<file path="src/rtl/emu_rom_loader_if.sv">
// MiSTer hps_io ioctl download bus, shared between the host side and the ROM loader.
interface emu_rom_loader_if;
  logic [15:0] ioctl_index;
  logic        ioctl_download;
  logic [26:0] ioctl_addr;
  logic [7:0]  ioctl_data;
  logic        ioctl_wr;
  logic        ioctl_wait;

  modport master (
    output ioctl_index, ioctl_download, ioctl_addr, ioctl_data, ioctl_wr,
    input  ioctl_wait
  );

  modport slave (
    input  ioctl_index, ioctl_download, ioctl_addr, ioctl_data, ioctl_wr,
    output ioctl_wait
  );
endinterface

</file>
<file path="src/rtl/emu_rom_loader.sv">
// ioctl download engine: table-driven ROM region split, DIP bank load, completion flags.
// Optional LOADER_CKSUM_EN adds a 16-bit running sum of the bytes written to BRAM.
module emu_rom_loader #(
  parameter int NREG = 12,
  parameter int AW   = 17,
  parameter int NDIP = 2,
  parameter logic [(NREG+1)*AW-1:0] BASE = {
    17'h1A620, 17'h1A600, 17'h1A400, 17'h1A000, 17'h19C00, 17'h19800, 17'h19000,
    17'h18000, 17'h16000, 17'h14000, 17'h10000, 17'h08000, 17'h00000},
  parameter logic [NDIP*8-1:0] DIP_DEF = 16'hF040,
  parameter logic [15:0] ROM_IDX = 16'd0,
  parameter logic [15:0] DIP_IDX = 16'd254
) (
  input  logic                i_EMU_MCLK,
  input  logic                i_EMU_INITRST_n,
  emu_rom_loader_if.slave     ioctl,
  input  logic                i_BRAM_BUSY,
  output logic [AW-1:0]       o_BRAM_ADDR,
  output logic [7:0]          o_BRAM_DATA,
  output logic                o_BRAM_WR,
  output logic [NREG-1:0]     o_BRAM_CS,
  output logic [NDIP*8-1:0]   o_DIPSW,
  output logic                o_ROM_DONE,
  output logic                o_DIP_DONE,
  output logic                o_LOAD_DONE,
  output logic                o_ERR,
  output logic [15:0]         o_CKSUM
);

  typedef enum logic [1:0] {S_IDLE, S_ROM, S_DIP, S_DONE} state_t;

  state_t             state_q, state_d;
  logic               dl_q, pend_q, pend_d, wr_q, wr_d;
  logic [AW-1:0]      pa_q, pa_d, addr_q, addr_d;
  logic [7:0]         pd_q, pd_d, data_q, data_d;
  logic [NREG-1:0]    pcs_q, pcs_d, cs_q, cs_d;
  logic [NDIP*8-1:0]  dipsw_q, dipsw_d;
  logic               rom_done_q, rom_done_d, dip_done_q, dip_done_d;
  logic               load_done_q, load_done_d, err_q, err_d;

  logic [AW-1:0]      addr_lo;
  logic [26-AW:0]     addr_hi;
  logic [NREG-1:0]    hit_cs;
  logic               in_range, rise, fall, wr_in_rom, accept, issue, enter_rom;
  logic [AW-1:0]      s_addr;
  logic [7:0]         s_data;
  logic [NREG-1:0]    s_cs;

  assign addr_lo = ioctl.ioctl_addr[AW-1:0];
  assign addr_hi = ioctl.ioctl_addr[26:AW];

  // BASE is ascending, so the last matching entry is the highest region containing addr.
  always_comb begin
    hit_cs = '0;
    for (int unsigned i = 0; i < NREG; i++) begin
      if (addr_lo >= BASE[i*AW +: AW]) begin
        hit_cs    = '0;
        hit_cs[i] = 1'b1;
      end
    end
    in_range = (addr_hi == '0) && (addr_lo >= BASE[0 +: AW]) && (addr_lo < BASE[NREG*AW +: AW]);
  end

  assign rise      = ioctl.ioctl_download & ~dl_q;
  assign fall      = ~ioctl.ioctl_download & dl_q;
  assign wr_in_rom = (state_q == S_ROM) & ioctl.ioctl_wr;
  assign accept    = wr_in_rom & ~pend_q & in_range;
  assign issue     = (pend_q | accept) & ~i_BRAM_BUSY;
  assign enter_rom = (state_q == S_IDLE) & rise & (ioctl.ioctl_index == ROM_IDX);
  // A stalled byte always wins over the bus; a new byte bypasses the slot when the target is free.
  assign s_addr    = pend_q ? pa_q  : addr_lo;
  assign s_data    = pend_q ? pd_q  : ioctl.ioctl_data;
  assign s_cs      = pend_q ? pcs_q : hit_cs;

  assign ioctl.ioctl_wait = (state_q == S_ROM) & (pend_q | i_BRAM_BUSY);

  always_comb begin
    state_d     = state_q;
    pend_d      = pend_q;
    pa_d        = pa_q;
    pd_d        = pd_q;
    pcs_d       = pcs_q;
    wr_d        = 1'b0;
    addr_d      = addr_q;
    data_d      = data_q;
    cs_d        = cs_q;
    dipsw_d     = dipsw_q;
    rom_done_d  = rom_done_q;
    dip_done_d  = dip_done_q;
    err_d       = err_q;
    load_done_d = rom_done_q & dip_done_q;

    if (wr_in_rom && (pend_q || !in_range)) err_d = 1'b1;

    if (pend_q || accept) begin
      if (i_BRAM_BUSY) begin
        pend_d = 1'b1;
        pa_d   = s_addr;
        pd_d   = s_data;
        pcs_d  = s_cs;
      end else begin
        pend_d = 1'b0;
        wr_d   = 1'b1;
        addr_d = s_addr;
        data_d = s_data;
        cs_d   = s_cs;
      end
    end

    unique case (state_q)
      S_IDLE: begin
        if (enter_rom) state_d = S_ROM;
        else if (rise && ioctl.ioctl_index == DIP_IDX) state_d = S_DIP;
      end
      S_ROM: begin
        if (fall) begin
          rom_done_d = 1'b1;
          state_d    = dip_done_q ? S_DONE : S_IDLE;
        end
      end
      S_DIP: begin
        if (ioctl.ioctl_wr) begin
          for (int unsigned i = 0; i < NDIP; i++) begin
            if (ioctl.ioctl_addr == 27'(i)) dipsw_d[i*8 +: 8] = ioctl.ioctl_data;
          end
        end
        if (fall) begin
          dip_done_d = 1'b1;
          state_d    = rom_done_q ? S_DONE : S_IDLE;
        end
      end
      default: state_d = S_DONE;
    endcase
  end

  always_ff @(posedge i_EMU_MCLK or negedge i_EMU_INITRST_n) begin
    if (!i_EMU_INITRST_n) begin
      state_q     <= S_IDLE;
      dl_q        <= 1'b0;
      pend_q      <= 1'b0;
      pa_q        <= '0;
      pd_q        <= '0;
      pcs_q       <= '0;
      wr_q        <= 1'b0;
      addr_q      <= '1;
      data_q      <= '1;
      cs_q        <= '0;
      dipsw_q     <= DIP_DEF;
      rom_done_q  <= 1'b0;
      dip_done_q  <= 1'b0;
      load_done_q <= 1'b0;
      err_q       <= 1'b0;
    end else begin
      state_q     <= state_d;
      dl_q        <= ioctl.ioctl_download;
      pend_q      <= pend_d;
      pa_q        <= pa_d;
      pd_q        <= pd_d;
      pcs_q       <= pcs_d;
      wr_q        <= wr_d;
      addr_q      <= addr_d;
      data_q      <= data_d;
      cs_q        <= cs_d;
      dipsw_q     <= dipsw_d;
      rom_done_q  <= rom_done_d;
      dip_done_q  <= dip_done_d;
      load_done_q <= load_done_d;
      err_q       <= err_d;
    end
  end

`ifdef LOADER_CKSUM_EN
  logic [15:0] cksum_q, cksum_d;

  always_comb begin
    cksum_d = cksum_q;
    if (enter_rom) cksum_d = '0;
    else if (issue) cksum_d = cksum_q + {8'h00, s_data};
  end

  always_ff @(posedge i_EMU_MCLK or negedge i_EMU_INITRST_n) begin
    if (!i_EMU_INITRST_n) cksum_q <= '0;
    else                  cksum_q <= cksum_d;
  end

  assign o_CKSUM = cksum_q;
`else
  assign o_CKSUM = '0;
`endif

  assign o_BRAM_ADDR = addr_q;
  assign o_BRAM_DATA = data_q;
  assign o_BRAM_WR   = wr_q;
  assign o_BRAM_CS   = cs_q;
  assign o_DIPSW     = dipsw_q;
  assign o_ROM_DONE  = rom_done_q;
  assign o_DIP_DONE  = dip_done_q;
  assign o_LOAD_DONE = load_done_q;
  assign o_ERR       = err_q;

endmodule

</file>
<file path="src/flat_wrapper.sv">
// flat-port wrapper written by rule: the top's interface ports become plain ports
module emu_rom_loader_flat 
#(
  parameter int NREG = 12,
  parameter int AW   = 17,
  parameter int NDIP = 2,
  parameter logic [(NREG+1)*AW-1:0] BASE = {
    17'h1A620, 17'h1A600, 17'h1A400, 17'h1A000, 17'h19C00, 17'h19800, 17'h19000,
    17'h18000, 17'h16000, 17'h14000, 17'h10000, 17'h08000, 17'h00000},
  parameter logic [NDIP*8-1:0] DIP_DEF = 16'hF040,
  parameter logic [15:0] ROM_IDX = 16'd0,
  parameter logic [15:0] DIP_IDX = 16'd254
)
  (i_EMU_MCLK, i_EMU_INITRST_n, i_BRAM_BUSY, o_BRAM_ADDR, o_BRAM_DATA, o_BRAM_WR, o_BRAM_CS, o_DIPSW, o_ROM_DONE, o_DIP_DONE, o_LOAD_DONE, o_ERR, o_CKSUM, ioctl_ioctl_index, ioctl_ioctl_download, ioctl_ioctl_addr, ioctl_ioctl_data, ioctl_ioctl_wr, ioctl_ioctl_wait);
  emu_rom_loader_if ioctl_i ();
  input  logic i_EMU_MCLK;
  input  logic i_EMU_INITRST_n;
  input  logic i_BRAM_BUSY;
  output logic [AW-1:0] o_BRAM_ADDR;
  output logic [7:0] o_BRAM_DATA;
  output logic o_BRAM_WR;
  output logic [NREG-1:0] o_BRAM_CS;
  output logic [NDIP*8-1:0] o_DIPSW;
  output logic o_ROM_DONE;
  output logic o_DIP_DONE;
  output logic o_LOAD_DONE;
  output logic o_ERR;
  output logic [15:0] o_CKSUM;
  input wire logic [$bits(ioctl_i.ioctl_index)-1:0] ioctl_ioctl_index;
  input wire logic [$bits(ioctl_i.ioctl_download)-1:0] ioctl_ioctl_download;
  input wire logic [$bits(ioctl_i.ioctl_addr)-1:0] ioctl_ioctl_addr;
  input wire logic [$bits(ioctl_i.ioctl_data)-1:0] ioctl_ioctl_data;
  input wire logic [$bits(ioctl_i.ioctl_wr)-1:0] ioctl_ioctl_wr;
  output wire logic [$bits(ioctl_i.ioctl_wait)-1:0] ioctl_ioctl_wait;
  assign ioctl_i.ioctl_index = ioctl_ioctl_index;
  assign ioctl_i.ioctl_download = ioctl_ioctl_download;
  assign ioctl_i.ioctl_addr = ioctl_ioctl_addr;
  assign ioctl_i.ioctl_data = ioctl_ioctl_data;
  assign ioctl_i.ioctl_wr = ioctl_ioctl_wr;
  assign ioctl_ioctl_wait = ioctl_i.ioctl_wait;
  emu_rom_loader #(.NREG(NREG), .AW(AW), .NDIP(NDIP), .BASE(BASE), .DIP_DEF(DIP_DEF), .ROM_IDX(ROM_IDX), .DIP_IDX(DIP_IDX)) u_core (.i_EMU_MCLK(i_EMU_MCLK), .i_EMU_INITRST_n(i_EMU_INITRST_n), .ioctl(ioctl_i), .i_BRAM_BUSY(i_BRAM_BUSY), .o_BRAM_ADDR(o_BRAM_ADDR), .o_BRAM_DATA(o_BRAM_DATA), .o_BRAM_WR(o_BRAM_WR), .o_BRAM_CS(o_BRAM_CS), .o_DIPSW(o_DIPSW), .o_ROM_DONE(o_ROM_DONE), .o_DIP_DONE(o_DIP_DONE), .o_LOAD_DONE(o_LOAD_DONE), .o_ERR(o_ERR), .o_CKSUM(o_CKSUM));
endmodule
</file>
<file path="config.mk">
export PLATFORM = sky130hd
export DESIGN_NAME = emu_rom_loader_flat
export DESIGN_NICKNAME = d
export VERILOG_FILES = /design/src/rtl/emu_rom_loader_if.sv /design/src/rtl/emu_rom_loader.sv /design/src/flat_wrapper.sv
export SDC_FILE = /design/constraint.sdc
export NUM_CORES = 1
export LEC_CHECK = 0
export ABC_CLOCK_PERIOD_IN_PS = 3450
export CAP_MARGIN = 25
export CORE_ASPECT_RATIO = 1.2
export CORE_MARGIN = 8
export CORE_UTILIZATION = 53
export CTS_BUF_LIST = sky130_fd_sc_hd__clkbuf_8
export DETAILED_ROUTE_END_ITERATION = 8
export GPL_TIMING_DRIVEN = 0
export HOLD_SLACK_MARGIN = 0.03
export PLACE_DENSITY = 0.95
export SLEW_MARGIN = 20
export SYNTH_ARGS = -nofsm -noshare
export SYNTH_HDL_FRONTEND = slang
export SYNTH_SLANG_ARGS = --single-unit
export TNS_END_PERCENT = 30
</file>
<file path="constraint.sdc">
create_clock -name i_EMU_MCLK -period 3.45 [get_ports i_EMU_MCLK]
set_input_delay 1.035 -clock i_EMU_MCLK [delete_from_list [all_inputs] [get_ports i_EMU_MCLK]]
set_output_delay 1.035 -clock i_EMU_MCLK [all_outputs]
set_load 0.02 [all_outputs]
</file>
==> results.py, run 1 <==
metrics = {
    "setup_path": {
        "cpMostUsedCell": "buf_6",
        "critPathTopFamily": "simple AND/OR/NAND/NOR gates",
        "crit_arrival_ps": 3510,
        "crit_path_start_kind": "input port",
        "slowest_delay_ps": 540,
        "end_kind": "flip-flop",
        "critPathKind": "input port to flip-flop",
        "cp_cell_sequence": "clkdlybuf4s50_1 > or4_4 > nor4_4 > nand3_2 > o31ai_2 > buf_6 > buf_6 > mux2_1",
        "critical_path.slowest_cell": "or4_4",
        "critPathRequiredTime_ps": 3700,
        "cp_max_fo": 10,
        "crit_buf_inv": 3,
    },
    "cells_and_area": {
        "finalNetCount": 566,
        "drive_gt1_frac": 0.309,
        "nFillCells": 586,
        "antenna_cells": 0,
        "area_delta_synth_final_pct": 33.0,
        "final_design_area_no_fill_um2": 6160,
        "final_util": 0.724,
    },
    "synth": {
        "syn_area_per_cell_um2": 12.5,
        "synth-seq-cells": 99,
        "synthFlopType": "dfrtp_1",
        "ys_seq_area_frac": 0.543,
        "async_reset_ff_frac": 1.00,
        "ys_types": 44,
        "yosys_warnings": 0,
        "synth-edff-count": 0,
        "syn-cell-area_um2": 4630,
        "netlist_instances": 372,
    },
    "power": {
        "p_leak_nw": 2.77,
        "worst_ir_drop_vdd_mv": 0.272,
        "finalPower_mw": 2.02,
        "power.density_nw_per_um2": 327,
    },
    "clock_network": {
        "postCtsSetupBuffers": 0,
        "cts-root-buf": "clkbuf_8",
        "cts.sinks": 99,
        "cts_inserted_buffers": 9,
        "htreeDepth": 3,
        "cts_max_path_buffers": 2,
        "cts_tree": "built",
        "postCtsHoldBufs": 0,
        "clk_pin_slew_ps": 90,
        "ctsResizeCount": 2,
        "clk_latency_ps": 370,
    },
    "route": {
        "vias": 3377,
        "wire_per_inst_um": 17.9,
        "post-route-drc-count": 0,
        "totalWireLength_um": 11300,
        "drtPass1Iterations": 5,
        "drt_iter0_drc": 204,
        "drt.antenna.violating_nets": 0,
        "via_per_inst": 5.34,
    },
    "min_path": {
        "hold_path.class": "flip-flop to flip-flop",
    },
    "sta": {
        "slew_viol_final": 0,
        "tightest_slew_ps": 617,
        "maxSlewHeadroom": 0.588,
        "rsz0062_at_grt": "no",
        "clock.fmax_ghz": 0.307,
        "period_share": 0.944,
        "hold_viol": 0,
        "setup_violations": 0,
        "fin_setup_tns_ps": 0,
        "fin_skew_ps": 13.9,
        "period_minus_slack_ps": 3260,
    },
    "placement": {
        "dpl_cell_area_um2": 5990,
        "gp_congestion": 0.873,
        "dp.final_hpwl_um": 8630,
        "port_buffers": 112,
    },
    "floorplanning": {
        "dieArea_um2": 12000,
        "die_h_um": 118,
        "num_rows": 37,
        "start_util": 0.544,
        "fp.dieW_um": 101,
        "boundaryPins": 131,
        "core-area_um2": 8520,
    },
    "grt": {
        "grt_use_total": 0.197,
        "grt_pass1_wl_um": 18600,
        "grt-ovfl-total": 0,
        "grt_pass1_vias": 3650,
        "antenna_found_initial": 0,
        "grt_max_degree": 72,
    },
    "run_status": {
        "status": "complete, no violations",
    },
    "flow_run": {
        "drv_cap": 0,
    },
}
final cells by class:
class	instances	area [um2]	area share
clock buffer	9	124	0.0201
multi-input combinational	248	1930	0.314
sequential	99	2510	0.408
inverter	5	18.8	0.00305
tap	117	146	0.0238
timing repair buffer	113	1150	0.187
buffer	34	220	0.0357
clock inverter	7	52.6	0.00853
metal layers:
metal / part of all wire / routed length [um] / track usage
met1: 0.38 / 4330 / 0.221
met2: 0.53 / 6000 / 0.341
met3: 0.075 / 847 / 0.0687
met4: 0.012 / 141 / 0.0598
met5: 0 / 0 / 0
tightest hold or removal path: cells and delay by family (launching register included):
kind	cells	cell delay (ps)
simple gates	1	50
flops	1	350
compound gates	1	60
stage by stage:
step,setup slack [ps],hold WS [ps],std cells
after floorplan,447,449,387
after global placement,-2120,455,616
after detailed placement,-235,461,617
after CTS,10.1,488,632
after global routing,17.9,507,632
final,193,489,632
state kept, by name (all words and copies together) (netlist names):
register / flops
u_core.o_ROM_DONE: 1
u_core.o_BRAM_DATA: 8
u_core.o_LOAD_DONE: 1
u_core.pend_q: 1
u_core.o_DIP_DONE: 1
u_core.pd_q: 8
u_core.o_BRAM_WR: 1
u_core.o_ERR: 1
u_core.o_BRAM_CS: 12
u_core.o_BRAM_ADDR: 17
u_core.pcs_q: 12
u_core.o_DIPSW: 16
u_core.pa_q: 17
u_core.state_q: 2
u_core.dl_q: 1
cell usage in the layout, fill, tap and decap left out, drive strengths merged, types with 2 or more instances in the layout:
| cell type | netlist | final |
|---|---|---|
| clkdlybuf4s50 | 0 | 110 |
| mux2 | 99 | 99 |
| dfrtp | 69 | 69 |
| nand2 | 34 | 34 |
| dfstp | 30 | 30 |
| buf | 23 | 25 |
| o21ai | 21 | 21 |
| clkbuf | 12 | 20 |
| conb | 1 | 16 |
| nor2 | 8 | 8 |
| inv | 5 | 8 |
| nand2b | 7 | 7 |
| nor3 | 6 | 6 |
| a21oi | 6 | 6 |
| nand3 | 6 | 6 |
| nand4 | 5 | 5 |
| nor4 | 5 | 5 |
| nor2b | 4 | 4 |
| o31ai | 4 | 4 |
| nand3b | 3 | 3 |
| and3 | 3 | 3 |
| clkinvlp | 0 | 3 |
| or4 | 3 | 3 |
| and2 | 2 | 2 |
| o21a | 2 | 2 |
| nor4b | 2 | 2 |
cell families after synthesis:
logic type             Yosys count  share of synthesized area
muxes                          100                      0.243
and+or+nand+nor                 93                      0.112
DFF                             99                      0.543
AOI/OAI and AO/OA               39                     0.0500
buffers and inverters           40                     0.0518
other                            1                   0.000809
power breakdown:
part	switching (mW)	internal, mW	leakage [nW]
Combinational	0.0841	0.0891	1.42
Clock	0.416	0.266	0.0837
Sequential	0.000328	1.16	1.27
final timing paths:
kind | start | to | slack [ps] | cells past startpoint
setup / recovery | ioctl_ioctl_addr[21] | u_core.o_BRAM_CS[9] | 190 | 8
hold / removal | u_core.pcs_q[0] | u_core.pcs_q[0] | 490 | 2
setup reg to reg | u_core.state_q[0] | u_core.o_DIPSW[9] | 1130 | 6
hold reg to reg | u_core.pcs_q[0] | u_core.pcs_q[0] | 490 | 2
max in group asynchronous | i_EMU_INITRST_n | u_core.o_BRAM_ADDR[9] | 2250 | 2
min in group asynchronous | i_EMU_INITRST_n | u_core.o_DIPSW[4] | 530 | 1
cells in the mapped netlist (all sizes together) (2+ instances only):
| master | n | area [um2] |
|---|---|---|
| nand2b | 7 | 43.8 |
| dfstp | 30 | 788 |
| and2 | 2 | 12.5 |
| o31ai | 4 | 35.0 |
| and3 | 3 | 18.8 |
| o21a | 2 | 15.0 |
| a21oi | 6 | 30.0 |
| buf | 23 | 176 |
| or4 | 3 | 26.3 |
| o21ai | 21 | 105 |
| nand4 | 5 | 37.5 |
| nor4b | 2 | 17.5 |
| nand2 | 34 | 128 |
| clkbuf | 12 | 45.0 |
| nand3b | 3 | 22.5 |
| nor2b | 4 | 25.0 |
| nand3 | 6 | 35.0 |
| nor2 | 8 | 30.0 |
| inv | 5 | 18.8 |
| nor3 | 6 | 30.0 |
| dfrtp | 69 | 1730 |
| nor4 | 5 | 46.3 |
| mux2 | 99 | 1110 |
(Power assumes the default switching activity.)
==> run 2, diff against run 1 <==
--- a/config.mk
+++ b/config.mk
@@ -9,12 +9,12 @@
 export CAP_MARGIN = 25
 export CORE_ASPECT_RATIO = 1.2
 export CORE_MARGIN = 8
-export CORE_UTILIZATION = 53
+export CORE_UTILIZATION = 45
 export CTS_BUF_LIST = sky130_fd_sc_hd__clkbuf_8
 export DETAILED_ROUTE_END_ITERATION = 8
 export GPL_TIMING_DRIVEN = 0
 export HOLD_SLACK_MARGIN = 0.03
-export PLACE_DENSITY = 0.95
+export PLACE_DENSITY = 0.84
 export SLEW_MARGIN = 20
 export SYNTH_ARGS = -nofsm -noshare
 export SYNTH_HDL_FRONTEND = slang
==> results.py, run 2 (synthesis gave the netlist of run 1 again) <==
metrics = {
    "setup_path": {
        "end_kind": "flip-flop",
        "critPathKind": "input port to flip-flop",
        "cp_cell_sequence": "clkdlybuf4s50_1 > or4_4 > nor4_4 > nand3_2 > o31ai_2 > buf_6 > buf_6 > mux2_1",
        "cp_max_fo": 10,
        "crit_start": "ioctl_ioctl_addr[21]",
        "worstReg2RegStart": "u_core.state_q[0]",
        "path_depth": 8,
        "critPathRequiredTime_ps": 3710,
        "r2r_end": "u_core.o_DIPSW[11]",
        "cp-endpoint": "u_core.o_BRAM_CS[10]",
        "crit_path_start_kind": "input port",
        "slowest_delay_ps": 540,
        "crit_arrival_ps": 3550,
        "crit_buf_inv": 3,
        "critical_path.slowest_cell": "or4_4",
        "cpMostUsedCell": "buf_6",
        "rr_worst_depth": 6,
        "reg2reg_slack_ps": 1160,
        "critPathTopFamily": "simple AND/OR/NAND/NOR gates",
    },
    "clock_network": {
        "cts.sinks": 99,
        "clk_latency_ps": 370,
        "cts_inserted_buffers": 9,
        "cts_max_path_buffers": 2,
        "postCtsHoldBufs": 0,
        "htreeDepth": 3,
        "clk_pin_slew_ps": 100,
        "cts-root-buf": "clkbuf_8",
        "cts_tree": "built",
    },
    "cells_and_area": {
        "finalNetCount": 566,
        "final_util": 0.622,
        "drive_gt1_frac": 0.311,
        "final_common_cell": "clkdlybuf4s50_1",
        "seq_area_um2": 2510,
        "antenna_cells": 0,
        "area_delta_synth_final_pct": 34.3,
        "final_design_area_no_fill_um2": 6220,
        "stdcell_count": 641,
        "multi_input_area_um2": 1930,
        "final_cell_mix": "110 x clkdlybuf4s50_1, 81 x mux2_2, 69 x dfrtp_1, 34 x nand2_1, 30 x dfstp_2",
        "nFillCells": 807,
    },
    "placement": {
        "post-place-cells": 626,
        "dpl_cell_area_um2": 6000,
        "port_buffers": 112,
        "place_ws_ps": -243,
        "gp_congestion": 0.876,
        "dp.final_hpwl_um": 8620,
    },
    "route": {
        "vias": 3341,
        "drtPass1Iterations": 5,
        "via_per_inst": 5.21,
        "post-route-drc-count": 0,
        "wire_per_inst_um": 17.4,
        "drt_iter0_drc": 142,
        "drt.antenna.violating_nets": 0,
        "totalWireLength_um": 11100,
    },
    "sta": {
        "maxSlewHeadroom": 0.547,
        "fin_skew_ps": 8.06,
        "period_share": 0.954,
        "slew_viol_final": 0,
        "rsz0062_at_grt": "yes",
        "fin_ws_ps": 158,
        "tightest_slew_ps": 679,
        "setup_violations": 0,
        "clock.fmax_ghz": 0.304,
        "period_minus_slack_ps": 3290,
        "hold_viol": 0,
    },
    "flow_run": {
        "drv_cap": 0,
    },
    "floorplanning": {
        "boundaryPins": 131,
        "die_h_um": 127,
        "fp.dieW_um": 109,
        "num_rows": 40,
        "dieArea_um2": 13800,
        "start_util": 0.463,
        "core-area_um2": 10000,
    },
    "power": {
        "power.density_nw_per_um2": 347,
        "p_leak_nw": 2.80,
        "worst_ir_drop_vdd_mv": 0.249,
        "finalPower_mw": 2.16,
    },
    "min_path": {
        "hold_path.class": "flip-flop to flip-flop",
    },
    "grt": {
        "grt_pass1_vias": 3604,
        "grt_max_degree": 55,
        "grt-ovfl-total": 0,
        "antenna_found_initial": 0,
        "grt_pass1_wl_um": 18200,
        "grt_use_total": 0.169,
    },
    "run_status": {
        "status": "complete, no violations",
    },
}
-- run 2: what timing repair did --
action / in CTS / in global routing
buffers inserted: 0 / 0
endpoints found under the setup margin: 1 / 5
resized for setup: 2 / 1
-- run 2: layout make-up --
class | instances | area share
Timing Repair Buffer | 113 | 0.185
Buffer | 34 | 0.0354
Inverter | 5 | 0.00302
Clock inverter | 7 | 0.0159
Tap cell | 126 | 0.0253
Multi-Input combinational cell | 248 | 0.311
Clock buffer | 9 | 0.0199
Sequential cell | 99 | 0.404
-- run 2: worst reg2reg max path, delay by kind of cell (launching register included) --
family | cells | cell delay, ps
muxes | 1 | 410
DFF | 1 | 370
buffers and inverters | 1 | 190
and+or+nand+nor | 4 | 1220
-- run 2: where the power goes --
part	switching, mW	leakage [nW]	internal, mW
clock	0.409	0.110	0.413
combinational	0.0840	1.42	0.0891
sequential	0.000346	1.27	1.16
total	0.494	2.80	1.66
-- run 2: stage by stage --
step | hold WS, ps | TNS, ps
floorplan | 449 | 0
global placement | 462 | -194750
detailed placement | 461 | -10300
CTS | 482 | 0
global route | 504 | -118
finish | 479 | 0
-- run 2: how the worst min path moves through the flow --
stage | from | end | depth (start not counted)
6_report | u_core.o_BRAM_ADDR[16] | u_core.o_BRAM_ADDR[16] | 2
5_1_grt | u_core.o_ERR | u_core.o_ERR | 1
4_1_cts | u_core.o_BRAM_ADDR[16] | u_core.o_BRAM_ADDR[16] | 2
3_5_place_dp | u_core.o_BRAM_ADDR[16] | u_core.o_BRAM_ADDR[16] | 2
3_3_place_gp | u_core.pcs_q[8] | u_core.pcs_q[8] | 2
2_1_floorplan | u_core.pcs_q[0] | u_core.pcs_q[0] | 2
-- run 2: per-layer routing --
layer,part of all wire,global-route usage,vias to the layer above
li1,-,-,1561
met1,0.38,0.188,1646
met2,0.51,0.282,111
met3,0.079,0.0538,23
met4,0.027,0.0847,0
met5,0,0,-
==> run 3, diff against run 2 <==
--- a/config.mk
+++ b/config.mk
@@ -11,6 +11,7 @@
 export CORE_MARGIN = 8
 export CORE_UTILIZATION = 45
 export CTS_BUF_LIST = sky130_fd_sc_hd__clkbuf_8
+export CTS_CLUSTER_DIAMETER = 30
 export DETAILED_ROUTE_END_ITERATION = 8
 export GPL_TIMING_DRIVEN = 0
 export HOLD_SLACK_MARGIN = 0.03
==> results of run 3 <==
The final DEF is identical to that of run 2; final timing and power are the same.
